### src/rtl/i8080_pixel_rx.sv
// i8080_pixel_rx
//   Oversamples an 8-bit i8080 MCU write bus in the PixelClk domain and decodes
//   memory-write commands. Byte pairs are packed into RGB565 words and pushed
//   into the pixel FIFO. A start-of-frame pulse is issued for the timing stage.
//
// Ports
//   PixelClk     in   1   sole clock
//   nRST         in   1   asynchronous, active-low reset
//   I80_CS_N     in   1   chip select (async)
//   I80_WR_N     in   1   write strobe (async), bus latched on its rising edge
//   I80_RS       in   1   0 = command byte, 1 = data byte (async)
//   I80_DB       in   8   data bus (async)
//   FIFO_Full    in   1   pixel FIFO full
//   FIFO_WE      out  1   FIFO write enable, one cycle per pixel
//   FIFO_WDATA   out  16  RGB565 pixel {first byte, second byte}
//   FrameCtrl    out  1   one-cycle pulse on accepted start-memory-write
//   FrameDone    out  1   one-cycle pulse when PixelCnt reaches FRAME_PIXELS
//   Busy         out  1   high while a memory write is active
//   Overflow     out  1   sticky: a pixel was dropped because FIFO_Full
//   PixelCnt     out  20  pixels accepted since the last start-memory-write
//   dbg_state_o  out  2   current FSM state (IDLE=0, PIX_HI=1, PIX_LO=2)
//
// Handshake: the write side has no back-pressure. FIFO_WE is a one-cycle
// valid; FIFO_Full acts as a not-ready sampled in the push cycle, and a pixel
// offered while it is high is dropped (Overflow set) rather than stalled.
module i8080_pixel_rx #(
  parameter int          SYNC_STAGES  = 2,
  parameter int          FRAME_PIXELS = 384000,
  parameter logic [7:0]  CMD_MEMWR    = 8'h2C,
  parameter logic [7:0]  CMD_MEMWRC   = 8'h3C
) (
  input  logic        PixelClk,
  input  logic        nRST,
  input  logic        I80_CS_N,
  input  logic        I80_WR_N,
  input  logic        I80_RS,
  input  logic [7:0]  I80_DB,
  input  logic        FIFO_Full,
  output logic        FIFO_WE,
  output logic [15:0] FIFO_WDATA,
  output logic        FrameCtrl,
  output logic        FrameDone,
  output logic        Busy,
  output logic        Overflow,
  output logic [19:0] PixelCnt,
  output logic [1:0]  dbg_state_o
);

  localparam logic [1:0]  IDLE   = 2'd0;
  localparam logic [1:0]  PIX_HI = 2'd1;
  localparam logic [1:0]  PIX_LO = 2'd2;

  localparam int          LAST      = SYNC_STAGES - 1;
  localparam logic [19:0] FRAME_CNT = 20'(FRAME_PIXELS);
  // Synchroniser reset value: CS_N=1, WR_N=1, RS=0, DB=0.
  localparam logic [10:0] SYNC_RST  = 11'b110_0000_0000;

  // All bus bits travel through the same chain so byte/RS/strobe are coherent.
  logic [10:0] sync_q [SYNC_STAGES];
  logic        wr_prev_q;

  always_ff @(posedge PixelClk or negedge nRST) begin
    if (!nRST) begin
      for (int i = 0; i < SYNC_STAGES; i++) sync_q[i] <= SYNC_RST;
      wr_prev_q <= 1'b1;
    end else begin
      sync_q[0] <= {I80_CS_N, I80_WR_N, I80_RS, I80_DB};
      for (int i = 1; i < SYNC_STAGES; i++) sync_q[i] <= sync_q[i-1];
      wr_prev_q <= sync_q[LAST][9];
    end
  end

  logic       cs_n_s, wr_n_s, rs_s, strobe;
  logic [7:0] db_s;

  assign cs_n_s = sync_q[LAST][10];
  assign wr_n_s = sync_q[LAST][9];
  assign rs_s   = sync_q[LAST][8];
  assign db_s   = sync_q[LAST][7:0];
  assign strobe = !wr_prev_q && wr_n_s && !cs_n_s;

  logic [1:0]  state_q, state_d;
  logic [7:0]  hi_q, hi_d;
  logic [19:0] cnt_q, cnt_d;
  logic        ovf_q, ovf_d;
  logic        we_q, we_d;
  logic [15:0] wdata_q, wdata_d;
  logic        fc_q, fc_d;
  logic        fd_q, fd_d;

  always_comb begin
    state_d = state_q;
    hi_d    = hi_q;
    cnt_d   = cnt_q;
    ovf_d   = ovf_q;
    we_d    = 1'b0;
    wdata_d = wdata_q;
    fc_d    = 1'b0;
    fd_d    = 1'b0;

    if (strobe && !rs_s) begin
      if (db_s == CMD_MEMWR) begin
        state_d = PIX_HI;
        cnt_d   = '0;
        ovf_d   = 1'b0;
        fc_d    = 1'b1;
      end else if (db_s == CMD_MEMWRC) begin
        state_d = PIX_HI;
      end else begin
        state_d = IDLE;
      end
    end else if (strobe && rs_s) begin
      case (state_q)
        PIX_HI: begin
          hi_d    = db_s;
          state_d = PIX_LO;
        end
        PIX_LO: begin
          if (FIFO_Full) begin
            ovf_d = 1'b1;
          end else begin
            we_d    = 1'b1;
            wdata_d = {hi_q, db_s};
          end
          state_d = PIX_HI;
          // A continued write past a finished frame saturates the count.
          if (cnt_q != FRAME_CNT) begin
            cnt_d = cnt_q + 20'd1;
            if (cnt_q + 20'd1 == FRAME_CNT) begin
              fd_d    = 1'b1;
              state_d = IDLE;
            end
          end
        end
        default: ;
      endcase
    end else if (cs_n_s && state_q == PIX_LO) begin
      // Deselect mid-pixel: drop the half pixel, keep the memory write open.
      state_d = PIX_HI;
    end
  end

  always_ff @(posedge PixelClk or negedge nRST) begin
    if (!nRST) begin
      state_q <= IDLE;
      hi_q    <= '0;
      cnt_q   <= '0;
      ovf_q   <= 1'b0;
      we_q    <= 1'b0;
      wdata_q <= '0;
      fc_q    <= 1'b0;
      fd_q    <= 1'b0;
    end else begin
      state_q <= state_d;
      hi_q    <= hi_d;
      cnt_q   <= cnt_d;
      ovf_q   <= ovf_d;
      we_q    <= we_d;
      wdata_q <= wdata_d;
      fc_q    <= fc_d;
      fd_q    <= fd_d;
    end
  end

  assign FIFO_WE     = we_q;
  assign FIFO_WDATA  = wdata_q;
  assign FrameCtrl   = fc_q;
  assign FrameDone   = fd_q;
  assign Busy        = (state_q == PIX_HI) || (state_q == PIX_LO);
  assign Overflow    = ovf_q;
  assign PixelCnt    = cnt_q;
  assign dbg_state_o = state_q;

endmodule

### config.mk
export PLATFORM = sky130hd
export DESIGN_NAME = i8080_pixel_rx
export DESIGN_NICKNAME = d
export VERILOG_FILES = /design/src/rtl/i8080_pixel_rx.sv
export SDC_FILE = /design/constraint.sdc
export NUM_CORES = 1
export LEC_CHECK = 0
export CAP_MARGIN = 30
export CORE_MARGIN = 2
export CORE_UTILIZATION = 48
export CTS_CLUSTER_DIAMETER = 200
export DETAILED_ROUTE_END_ITERATION = 10
export PLACE_DENSITY = 0.71
export SLEW_MARGIN = 20
export SYNTH_ARGS = -nofsm -noshare
export SYNTH_HDL_FRONTEND = slang
export SYNTH_SLANG_ARGS = --single-unit
### constraint.sdc
create_clock -name PixelClk -period 3.2 [get_ports PixelClk]
set_clock_uncertainty 0.2 [all_clocks]
set_input_delay 0.96 -clock PixelClk [delete_from_list [all_inputs] [get_ports PixelClk]]
set_output_delay 0.96 -clock PixelClk [all_outputs]
set_load 0.02 [all_outputs]
After elaboration in Yosys (flattened, before gate mapping):

Cells that the tools add are included.

* add/sub/neg operators: 1
* eq/ne operators: 8
* muxes and demuxes: 29
* bitwise gates (word level): 2
* reductions and logical operators: 19

Operator list (number)
* 2-to-1 mux 20 bit: 5
* adder 20 x 1 -> 20 bit (second input constant): 1
* equality test 20 x 19 -> 1 bit (second input constant): 1
* 2-to-1 mux 1 bit: 20
* inequality test 20 x 19 -> 1 bit (second input constant): 1
* equality test 8 x 6 -> 1 bit (second input constant): 2
* AND reduction 4 bit: 3
* nonzero test 2 bit: 4
* 2-to-1 mux 2 bit: 3
* logical AND 1 bit: 5
* inequality test 4 x 2 -> 1 bit (second input constant): 1
* one-hot mux 2 bit (2 select lines): 1
* zero test 1 bit: 3
* AND reduction 3 bit: 1
* nonzero test 3 bit: 1
* equality test 2 x 1 -> 1 bit (second input constant): 1
* equality test 2 bit (second input constant): 1
* inequality test 2 x 1 -> 1 bit (second input constant): 1
* inverter 1 bit: 2
* AND reduction 2 bit: 1
* logical OR 1 bit: 1

* flip-flop bits (word level): 73
* input bits: 14
* output and inout bits: 43
* logic and storage cells: 70

Longest topological paths before layout:

Gate-level depths: netlist of the first run.

* depth after elaboration: 7
* gate-level depth with buffers: 9
* mapped depth without buffers: 8

Worst setup path before layout of the first run:

Ideal clock, no wire load.

* path type: flip-flop to flip-flop
* from: register cnt_q[0] (netlist: PixelCnt[0])
* to: register state_q[0] (netlist: dbg_state_o[0])
* library setup time: 0.149 ns
* data arrival time: 2.144 ns
* required time: 2.851 ns
* slack: 0.708 ns
* stages on the path, launching flop included: 9
* path buffers: 1
* clock period less this slack: 2.492 ns
* path through: dfrtp_1 -> ha_1 -> clkbuf_1 -> nand3_1 -> xnor2_1 -> nor3_1 -> nand3_1 -> nor4_1 -> a41oi_1

* cells in the longest elaborated chain, start to end: 7
* elaborated cells on any way between the ends: 8
* those cells by class: 1 x add/sub; 2 x eq/ne; 5 x mux

RTL lines
* from (decl): RTL line 84 `logic [19:0] cnt_q, cnt_d;`
* from (signal assigned): RTL line 156 `cnt_q <= cnt_d;`
* adder 20 x 1 -> 20 bit: RTL line 129 `if (cnt_q + 20'd1 == FRAME_CNT) begin`
* equality test 20 x 19 -> 1 bit: RTL line 129
* 2-to-1 mux 1 bit: RTL line 129
* 2-to-1 mux 1 bit (*): RTL line 127 `if (cnt_q != FRAME_CNT) begin`
* one-hot mux 2 bit (2 select lines) (*): RTL line 113 `case (state_q)`
* 2-to-1 mux 2 bit (*): RTL line 112 `end else if (strobe && rs_s) begin`
* 2-to-1 mux 2 bit (*): RTL line 101 `if (strobe && !rs_s) begin`
* to (signal assigned): RTL line 154 `state_q <= state_d;`
* to (decl): RTL line 82 `logic [1:0] state_q, state_d;`

Mark *: on every way between the ends. The rest lies on a longest branch, timed or not.
A chain may end at the register's enable or synchronous reset.

Worst setup path after layout of the first run:

* from: register state_q[0] (netlist: dbg_state_o[0])
* to: output port Busy

* cells in the longest elaborated chain, start to end: 2
* elaborated cells on any way between the ends: 3
* those cells by class: 2 x eq/ne; 1 x reduce/logical

RTL lines
* equality test 2 x 1 -> 1 bit or equality test 2 bit (tied branches): RTL line 169 `assign Busy = (state_q == PIX_HI) || (state_q == PIX_LO);`
* logical OR 1 bit (*): RTL line 169
* to (decl): RTL line 43 `output logic Busy,`

Marked as above.

==> results by stage, run 1 <==
Run status:
- The flow ran to the end, and the final reports show no timing, DRC or antenna violations.

Floorplan:
- The die covers 7730 µm².
- The number of core rows is 30.
- The total core area is 6790 µm².
- The floorplan step set the die width to 87.9 µm.
- During I/O placement, the number of pins put on the boundary was 57.
- The starting utilization of the core area is 0.497.
- The die boundary height is 87.9 µm.

Clock tree:
- The clock reaches the later pin of the worst-skew pair after 0.35 ns.
- After clock tree synthesis, the clock-pin slew on the worst setup and hold paths is 0.09 ns.
- The number of sinks driven by the clock tree is 73.
- The clock tree buffer depth is 2.
- The clock tree synthesis step divided the H-tree into 3 levels.
- The total CTS buffers is 9.
- TritonCTS built the clock tree.
- The cell at the root of the clock tree is clkbuf_8.
- The number of buffers inserted by hold repair at cts is 0.
- The number of cells upsized or downsized after cts is 0.
- The buffers inserted during post-CTS setup optimization is 0.

Finish:
- After the last flow step, the layout net total stands at 390.
- The layout cell share with drive strength beyond 1 is 0.152.
- The number of antenna diodes in the final layout is 0.
- The layout has 562 filler cells.
- The post-synthesis to final-layout area growth is 24.7%.

Power:
- Power spread over the standard cell area amounts to 533 nW/µm².
- In this run the static leakage power is 1.73 nW.
- The maximum vdd ir drop is 0.375 mV.

STA:
- The number of failing setup endpoints in the final timing report is 0.
- The number of hold-slack violations in the final timing report is 0.
- The pin slew with the least headroom to its limit is 0.593 ns.
- The maximum clock frequency is 336 MHz.
- The post-route minimum period is 2.98 ns.
- The max-slew violation total from the final report came to 0.
- Setup repair after global routing left no endpoint under its margin.
- The total negative slack is 0 ns.
- The worst pin sits at a relative slew slack of 0.605.
- In the finished design, the share of the clock period the worst path needs comes to 0.931.
- The final worst slack is 0.221 ns.

Worst hold path:
- In this run the worst hold path is classified as flop to flop.

Logic synthesis:
- The net count after synthesis is 333.
- The synthesized instance count is 314.
- The sequential area share after synthesis is 0.542.
- For this run, asynchronously set or reset flops after synthesis account for 1.00.
- The synthesized flop and latch total is 73.
- During synthesis, Yosys emitted a total of 0 warnings.
- The number of synthesized flops with an enable pin is 0.
- A synthesized cell averages 10.8 µm².
- For this run, the leading register cell type out of synthesis is dfrtp_1.
- The number of distinct library cell variants in the gate-level netlist after synthesis is 56.
- The synthesized area is 3380 µm².

Critical path:
- For the worst setup path, the data required time is 2.04 ns.
- The type of element launching the critical path is a flop.
- Data arrives at the worst endpoint at 1.82 ns.
- The path type of the worst setup path is flop to output pin.
- The worst setup path is captured at an output pin.
- The maximum fanout along the worst path is 4.

Global routing:
- The total global routing track utilization is 0.231.
- The number of global-route vias before repair was 2704.
- Entering global routing, the biggest net connects 51 pins.
- The wire length of the first global-routing pass is 13600 µm.
- The initial antenna violation count is 0.
- The aggregate global routing overflow is 0.

Route:
- The detail route stage leaves a number of antenna-violating nets equal to 0.
- The final route contains 2655 vias.
- The number of DRC markers in iteration 0 is 181.
- The via density per instance is 5.63.
- The total DRC errors in the routed layout is 0.
- The final wirelength is 7980 µm.
- The average detailed-routed wire length per instance is 16.9 µm.
- The first TritonRoute pass finished after 5 iterations.

Placement:
- The half-perimeter wire length after placement is 5530 µm.
- The worst-case setup slack after placement is 0.532 ns.
- The number of I/O port buffers is 56.
- The final estimated routing congestion in global placement is 0.900.

Run:
- The reported max-cap violation count is 0.
Yosys cell counts, types with 6 or more instances:
cell	count	area [µm²]
nand4_1	7	43.8
mux2_2	16	180
dfrtp_1	68	1700
xnor2_1	6	52.6
inv_1	7	26.3
a31oi_1	6	37.5
a21oi_1	8	40.0
nand2_1	43	161
nor3_1	7	35.0
o21ai_0	24	120
nor2_1	22	82.6
nand3_1	12	60.1
o31ai_1	11	82.6
logic make-up (layout without fill, tap and decap cells):
logic type               after synthesis  in the layout  synth area share
AO/OA/AOI/OAI                         65             65             0.127
XOR/XNOR                               6              6            0.0155
adder cells (fa/ha/maj)                5              5            0.0185
buffers and inverters                 26             88            0.0463
multiplexers                          16             16            0.0533
flip-flops                            73             73             0.542
AND/OR/NAND/NOR                      123            123             0.197
worst paths after layout:
kind / start / end / slack [ns] / cells past startpoint
max in group asynchronous: nRST / sync_q[9] / 1.66 / 2
min: sync_q[19] / rs_s / 0.15 / 0
min in group asynchronous: nRST / PixelCnt[3] / 0.40 / 1
max: dbg_state_o[0] / Busy / 0.22 / 4
min reg2reg: sync_q[19] / rs_s / 0.15 / 0
max reg2reg: PixelCnt[0] / PixelCnt[15] / 0.49 / 9
layer usage:
layer  up-vias  routed length [µm]  track usage  part of all wire
met5         -                   0            0                 0
li1       1245                   -            -                 -
met4         0                 124       0.0881             0.016
met3        13                 471       0.0528             0.059
met2        97                3820        0.360              0.48
met1      1300                3560        0.318              0.45
layout make-up:
cell class                 instances  area [µm²]  area share
tap                               96         120      0.0285
inverter                           8        30.0     0.00713
clock inverter                     6        75.1      0.0178
clock buffer                      10         138      0.0327
sequential                        73        1830       0.435
timing repair buffer              64         628       0.149
multi-input combinational        215        1390       0.330
power by group:
group	internal, mW	switching (mW)	total [mW]
logic	0.188	0.176	0.364
clock network	0.392	0.380	0.772
registers	1.03	0.0812	1.11
total	1.61	0.637	2.25
per-stage QoR:
| step | cell area, µm² | util | instances | hold WS, ns | total power [mW] |
|---|---|---|---|---|---|
| finish | 4210 | 0.620 | 472 | 0.152 | 2.25 |
| global placement | 4000 | 0.589 | 456 | 0.131 | 1.48 |
| floorplan | 3380 | - | 314 | 0.131 | 1.30 |
| detailed placement | 4000 | 0.589 | 456 | 0.136 | 1.50 |
| global route | 4210 | 0.620 | 472 | 0.163 | 2.36 |
| CTS | 4210 | 0.620 | 472 | 0.154 | 2.26 |
registers in the layout (all words and copies together) (netlist names):
register and flops:
FrameCtrl 1, hi_q 8, rs_s 1, db_s 8, cs_n_s 1, sync_q 12, wr_prev_q 1, PixelCnt 20
FrameDone 1, FIFO_WE 1, dbg_state_o 2, Overflow 1, FIFO_WDATA 16
critical path: stages (launching register included):
cell and delay [ns]:
dfrtp_1 0.42, inv_1 0.07, ha_1 0.32, inv_1 0.06, clkdlybuf4s50_1 0.59
layout by cell type (no fill, tap or decap), types with 6 or more instances in the layout:
cell type         n
buf_4             7
a21oi_1           8
nand4_1           7
clkdlybuf4s50_1  55
clkbuf_8         10
o31ai_1          11
nor3_1            7
xnor2_1           6
mux2_2           16
inv_1             7
nor2_1           22
dfrtp_1          68
a31oi_1           6
nand2_1          43
nand3_1          12
o21ai_0          24
No activity file was read; power rests on OpenSTA's default activity.
==> run 2, diff against run 1 <==
--- a/config.mk
+++ b/config.mk
@@ -11,6 +11,7 @@
 export CTS_CLUSTER_DIAMETER = 200
 export DETAILED_ROUTE_END_ITERATION = 10
 export PLACE_DENSITY = 0.71
+export SETUP_SLACK_MARGIN = 0.4
 export SLEW_MARGIN = 20
 export SYNTH_ARGS = -nofsm -noshare
 export SYNTH_HDL_FRONTEND = slang
==> results by stage, run 2 (synthesis results as in run 1) <==
Worst hold path:
- The path with the worst hold slack has its endpoint at rs_s.
- The hold path depth is 0 (unchanged).
- The start point of the worst min-delay path is sync_q[19].
- The classification of the worst-slack hold path is flop to flop.

Power:
- The maximum vdd ir drop is 0.342 mV (-8.9%).
- The total power after layout is 2.24 mW (-0.20%).
- The ratio of total power to cell area is 529 nW/µm² (-0.76%).
- The leakage power figure is 1.72 nW (-0.66%).

Floorplan:
- The I/O pin count was 57 (unchanged).
- The die boundary height was 87.9 µm (unchanged).
- The overall die width is 87.9 µm (unchanged).
- The number of core rows was 30 (unchanged).
- The starting utilization of the core area is 0.497 (unchanged).
- The total core area is 6790 µm² (unchanged).
- The area enclosed by the die boundary is 7730 µm² (unchanged).

Global routing:
- The initial antenna violation count is 0 (unchanged).
- The aggregate global routing overflow is 0 (unchanged).
- The number of global-route vias before repair is 2698 (-0.22%).
- The total global routing track utilization is 0.231 (about the same).
- The pin count of the biggest net entering global routing is 51 (unchanged).
- The wire length of the first global-routing pass was 13600 µm (-0.10%).

Critical path:
- The data arrival time of the critical path is 1.58 ns (-0.24 ns).
- The buffers plus inverters on the worst setup path came to 1 (-2).
- The required arrival time at the worst endpoint was 2.04 ns (about the same).
- The type of element launching the critical path is a flop.
- The cell family contributing the most delay on the critical path is buffers and inverters.
- In this run the critical register-to-register path is launched from PixelCnt[0].
- The worst reg2reg path depth is 9 (unchanged).
- The worst register-to-register path ends at PixelCnt[15].
- The path type of the worst setup path is flop to output pin.
- The setup slack of the most critical reg-to-reg path is 0.58 ns (+0.09 ns).
- The maximum cell stage delay along the critical path is 0.68 ns (+0.09 ns).
- The worst setup path is captured at an output pin.
- The maximum fanout along the worst path is 9 (+5).
- Walking the worst path, the cells encountered are clkdlybuf4s50_1.
- The startpoint of the worst setup timing path is PixelCnt[15].
- The largest individual stage delay along the critical path comes from the cell clkdlybuf4s50_1.

Run:
- The reported max-cap violation count is 0 (unchanged).

Route:
- The average detailed-routed wire length per instance is 17.1 µm (+1.2%).
- The number of iterations in the first detailed-routing pass is 5 (unchanged).
- The total DRC errors in the routed layout is 0 (unchanged).
- The final wirelength came to 8080 µm (+1.2%).
- The via density per instance is 5.64 (+0.34%).
- The antenna violation net count after detailed routing was 0 (unchanged).
- The number of DRC markers in iteration 0 is 215 (+19%).
- The count of vias placed by the detailed router is 2664 (+0.34%).

Finish:
- The library cells used most frequently in the layout, excluding fill and tap cells, are dfrtp_1, clkdlybuf4s50_1, nand2_1.
- The layout cell share with drive strength beyond 1 came to 0.176 (+0.0239).
- The antenna diode instance count was 0 (unchanged).
- The most common cell after layout, fill and taps aside is dfrtp_1.
- The flip-flop count of the largest register after layout came to 20 (unchanged).
- Compared with the post-synthesis result, the final layout area differs by 25.4%.
- The layout net count is 390 (unchanged).
- The post-route core utilization came to 0.624 (+0.00350).

Run status:
- The flow ran to the end, and the final reports show no timing, DRC or antenna violations.

Clock tree:
- In this run the clock root is driven by a clkbuf_8.
- The level count of the clock H-tree came to 3 (unchanged).
- The clock tree buffer depth is 2 (unchanged).
- The clock-pin slew of the registers on the worst-case setup and hold paths came to 0.09 ns (about the same).
- The clock latency at the later pin of the worst-skew pair is 0.35 ns (about the same).
- The buffers inserted during post-CTS setup optimization is 0 (unchanged).
- The number of sinks driven by the clock tree was 73 (unchanged).
- The number of buffers inserted by hold repair at cts came to 0 (unchanged).
- TritonCTS built the clock tree.
- The total CTS buffers was 9 (unchanged).

STA:
- Setup repair after global routing left no endpoint under its margin.
- The total negative slack was 0 ns (unchanged).
- The number of failing setup endpoints in the final timing report is 0 (unchanged).
- The pin slew with the least headroom to its limit is 0.587 ns (-0.00602 ns).
- The period utilization came to 0.857 (-0.0744).
- The max-slew violation total from the final report is 0 (unchanged).
- The number of hold-slack violations in the final timing report is 0 (unchanged).
- The maximum clock frequency is 365 MHz (+8.7%).
- The headroom to the max-slew limit is 0.609 (+0.00402).
- The post-route minimum period is 2.74 ns (-0.238 ns).

Placement:
- The number of I/O port buffers is 56 (unchanged).
- The half-perimeter wire length after placement was 5530 µm (unchanged).
- The final estimated routing congestion in global placement is 0.900 (unchanged).
## run 2: how the worst max path moves through the flow
| stage | cells after the start | end | slack [ns] |
|---|---|---|---|
| after floorplan | 8 | dbg_state_o[0] | 0.71 |
| after global routing | 4 | Busy | 0.41 |
| after detailed placement | 9 | PixelCnt[15] | 0.53 |
| after CTS | 1 | PixelCnt[3] | 0.42 |
| final | 1 | PixelCnt[15] | 0.46 |
| after global placement | 9 | PixelCnt[4] | 0.48 |
## run 2: report_power, final
group,switching [mW],internal [mW],total (mW)
Combinational,0.176,0.181,0.356
Sequential,0.0825,1.03,1.11
Clock,0.379,0.392,0.772
## run 2: layout make-up
type | count | area [µm²]
fill | 561 | 2560
inverter | 8 | 30.0
sequential | 73 | 1840
clock inverter | 6 | 75.1
timing repair buffer | 64 | 627
tap | 96 | 120
multi-input combinational | 215 | 1410
clock buffer | 10 | 138
## run 2: metal layers
metal,GRT usage,up-vias,part of all wire
li1,-,1245,-
met1,0.318,1295,0.45
met2,0.360,108,0.48
met3,0.0528,16,0.062
met4,0.0881,0,0.014
met5,0,-,0
## run 2: timing repair
action,CTS,global route
pin swaps,0,1
endpoints found under the setup margin,4,22
gates resized for setup,4,7
endpoints found under the hold margin,0,0
## run 2: metrics by stage
stage               worst slack, ns  std cells  area [µm²]  hold slack (ns)
floorplan                     0.708        314        3380            0.131
global placement              0.479        456        4000            0.131
detailed placement            0.532        456        4000            0.136
CTS                           0.421        472        4220            0.154
global route                  0.407        472        4240            0.163
finish                        0.459        472        4240            0.152
==> run 3, diff against run 2 <==
--- a/config.mk
+++ b/config.mk
@@ -5,11 +5,12 @@
 export SDC_FILE = /design/constraint.sdc
 export NUM_CORES = 1
 export LEC_CHECK = 0
-export CAP_MARGIN = 30
+export CAP_MARGIN = 20
 export CORE_MARGIN = 2
 export CORE_UTILIZATION = 48
 export CTS_CLUSTER_DIAMETER = 200
 export DETAILED_ROUTE_END_ITERATION = 10
+export GPL_ROUTABILITY_DRIVEN = 0
 export PLACE_DENSITY = 0.71
 export SETUP_SLACK_MARGIN = 0.4
 export SLEW_MARGIN = 20
==> results by stage, run 3 (synthesis results as in run 1) <==
Run:
- The reported max-cap violation count was 0 (unchanged).

Route:
- The total DRC errors in the routed layout is 0 (unchanged).
- The antenna violation net count after detailed routing was 0 (unchanged).
- The final wirelength was 7600 µm (-5.9%).
- The via density per instance was 5.63 (-0.17%).
- The count of vias placed by the detailed router came to 2665 (+0.038%).
- The number of DRC markers in iteration 0 is 170 (-21%).
- The average detailed-routed wire length per instance is 16.1 µm (-6.1%).
- The number of iterations in the first detailed-routing pass came to 5 (unchanged).

Critical path:
- The worst setup path is launched from a flop.
- The path type of the worst setup path is flop to output pin.
- The setup slack of the most critical reg-to-reg path came to 0.62 ns (+0.04 ns).
- The data arrival time of the critical path is 1.58 ns (about the same).
- The buffers plus inverters on the worst setup path is 1 (unchanged).
- The maximum cell stage delay along the critical path is 0.69 ns (about the same).
- Walking the worst path, the cells encountered are clkdlybuf4s50_1.
- The maximum fanout along the worst path came to 9 (unchanged).
- The worst setup path is captured at an output pin.
- Grouping stages by cell kind, the critical path spends the most delay in buffers and inverters.
- The slowest library cell on the worst path is clkdlybuf4s50_1.
- The required arrival time at the worst endpoint is 2.04 ns (about the same).

Clock tree:
- The buffers inserted during post-CTS setup optimization was 0 (unchanged).
- The clock tree buffer depth is 2 (unchanged).
- The clock-pin slew of the registers on the worst-case setup and hold paths is 0.08 ns (about the same).
- The level count of the clock H-tree is 3 (unchanged).
- The clock latency at the later pin of the worst-skew pair is 0.36 ns (about the same).
- The number of buffers inserted by hold repair at cts is 0 (unchanged).
- The number of cells upsized or downsized after cts is 4 (unchanged).
- CTS placed an instance of clkbuf_8 at the clock tree root.
- The TritonCTS clock tree is done.
- The total CTS buffers was 9 (unchanged).
- The number of sinks driven by the clock tree is 73 (unchanged).

STA:
- The maximum clock frequency came to 365 MHz (about the same).
- The number of failing setup endpoints in the final timing report is 0 (unchanged).
- The period utilization was 0.857 (about the same).
- The number of hold-slack violations in the final timing report is 0 (unchanged).
- The headroom to the max-slew limit is 0.689 (+0.0800).
- The total negative slack is 0 ns (unchanged).
- The max-slew violation total from the final report is 0 (unchanged).
- The pin slew with the least headroom to its limit is 0.463 ns (-0.123 ns).
- Setup repair after global routing left no endpoint under its margin.
- The post-route minimum period came to 2.74 ns (+0.00190 ns).

Power:
- The ratio of total power to cell area came to 527 nW/µm² (-0.49%).
- The maximum vdd ir drop is 0.413 mV (+21%).
- The leakage power figure is 1.72 nW (-0.27%).

Worst hold path:
- The classification of the worst-slack hold path is flop to flop.

Floorplan:
- The starting utilization of the core area is 0.497 (unchanged).
- The area enclosed by the die boundary is 7730 µm² (unchanged).
- The overall die width is 87.9 µm (unchanged).
- The total core area came to 6790 µm² (unchanged).
- The die boundary height came to 87.9 µm (unchanged).
- The I/O pin count was 57 (unchanged).
- The number of core rows was 30 (unchanged).

Placement:
- The total placed instance area came to 4010 µm² (+0.19%).
- The half-perimeter wire length after placement was 5120 µm (-7.4%).
- The number of I/O port buffers came to 56 (unchanged).

Global routing:
- The total global routing track utilization is 0.217 (-0.0144).
- The pin count of the biggest net entering global routing is 74 (+45%).
- The number of global-route vias before repair was 2547 (-5.6%).
- The wire length of the first global-routing pass was 12700 µm (-6.3%).
- The aggregate global routing overflow is 0 (unchanged).
- The initial antenna violation count is 0 (unchanged).

Finish:
- The layout cell share with drive strength beyond 1 is 0.178 (+0.00219).
- The final design area excluding fillers is 4230 µm² (-0.24%).
- The flip-flop count of the largest register after layout is 20 (unchanged).
- The top cell types in the final layout, fill and taps aside, are dfrtp_1, clkdlybuf4s50_1, nand2_1.
- The layout net count is 391 (+0.26%).
- The antenna diode instance count was 0 (unchanged).
- Relative to the synthesized area, the layout overhead comes to 25.1%.
- The count of fill cells added during filler insertion is 558 (-0.53%).
- The most common cell after layout, fill and taps aside is dfrtp_1.

Run status:
- The run finished with clean final reports.
run 3: metrics by stage:
stage	worst slack, ns	utilization	hold WS [ns]	power [mW]	cells
after floorplan	0.708	-	0.131	1.30	314
after global placement	0.629	0.590	0.132	1.49	457
after detailed placement	0.567	0.590	0.135	1.50	457
after CTS	0.417	0.620	0.153	2.25	473
after global routing	0.412	0.622	0.162	2.34	473
final	0.457	0.622	0.151	2.23	473
run 3: final timing paths:
| path | startpoint | endpoint | cells after the start |
|---|---|---|---|
| max | PixelCnt[1] | PixelCnt[1] | 1 |
| min in group asynchronous | nRST | PixelCnt[9] | 2 |
| max in group asynchronous | nRST | sync_q[20] | 2 |
| min reg2reg | sync_q[16] | db_s[5] | 0 |
| max reg2reg | PixelCnt[1] | dbg_state_o[0] | 7 |
| min | sync_q[16] | db_s[5] | 0 |
run 3: layout make-up:
type / count / area, µm² / share of cell area
Clock inverter: 7 / 78.8 / 0.0186
Multi-Input combinational cell: 215 / 1400 / 0.331
Sequential cell: 73 / 1840 / 0.436
Inverter: 8 / 30.0 / 0.00710
Clock buffer: 9 / 124 / 0.0293
Tap cell: 96 / 120 / 0.0284
Timing Repair Buffer: 65 / 634 / 0.150
run 3: power by group:
group          switching, mW  total, mW  internal, mW
Sequential            0.0669       1.10          1.03
Combinational          0.188      0.377         0.189
Clock                  0.384      0.752         0.368
run 3: routing by layer:
layer | track usage | vias to the layer above | wire [µm]
met3 | 0.0528 | 19 | 503
met4 | 0.102 | 0 | 175
met5 | 0 | - | 0
met2 | 0.319 | 113 | 3540
met1 | 0.303 | 1295 | 3380
li1 | - | 1238 | -
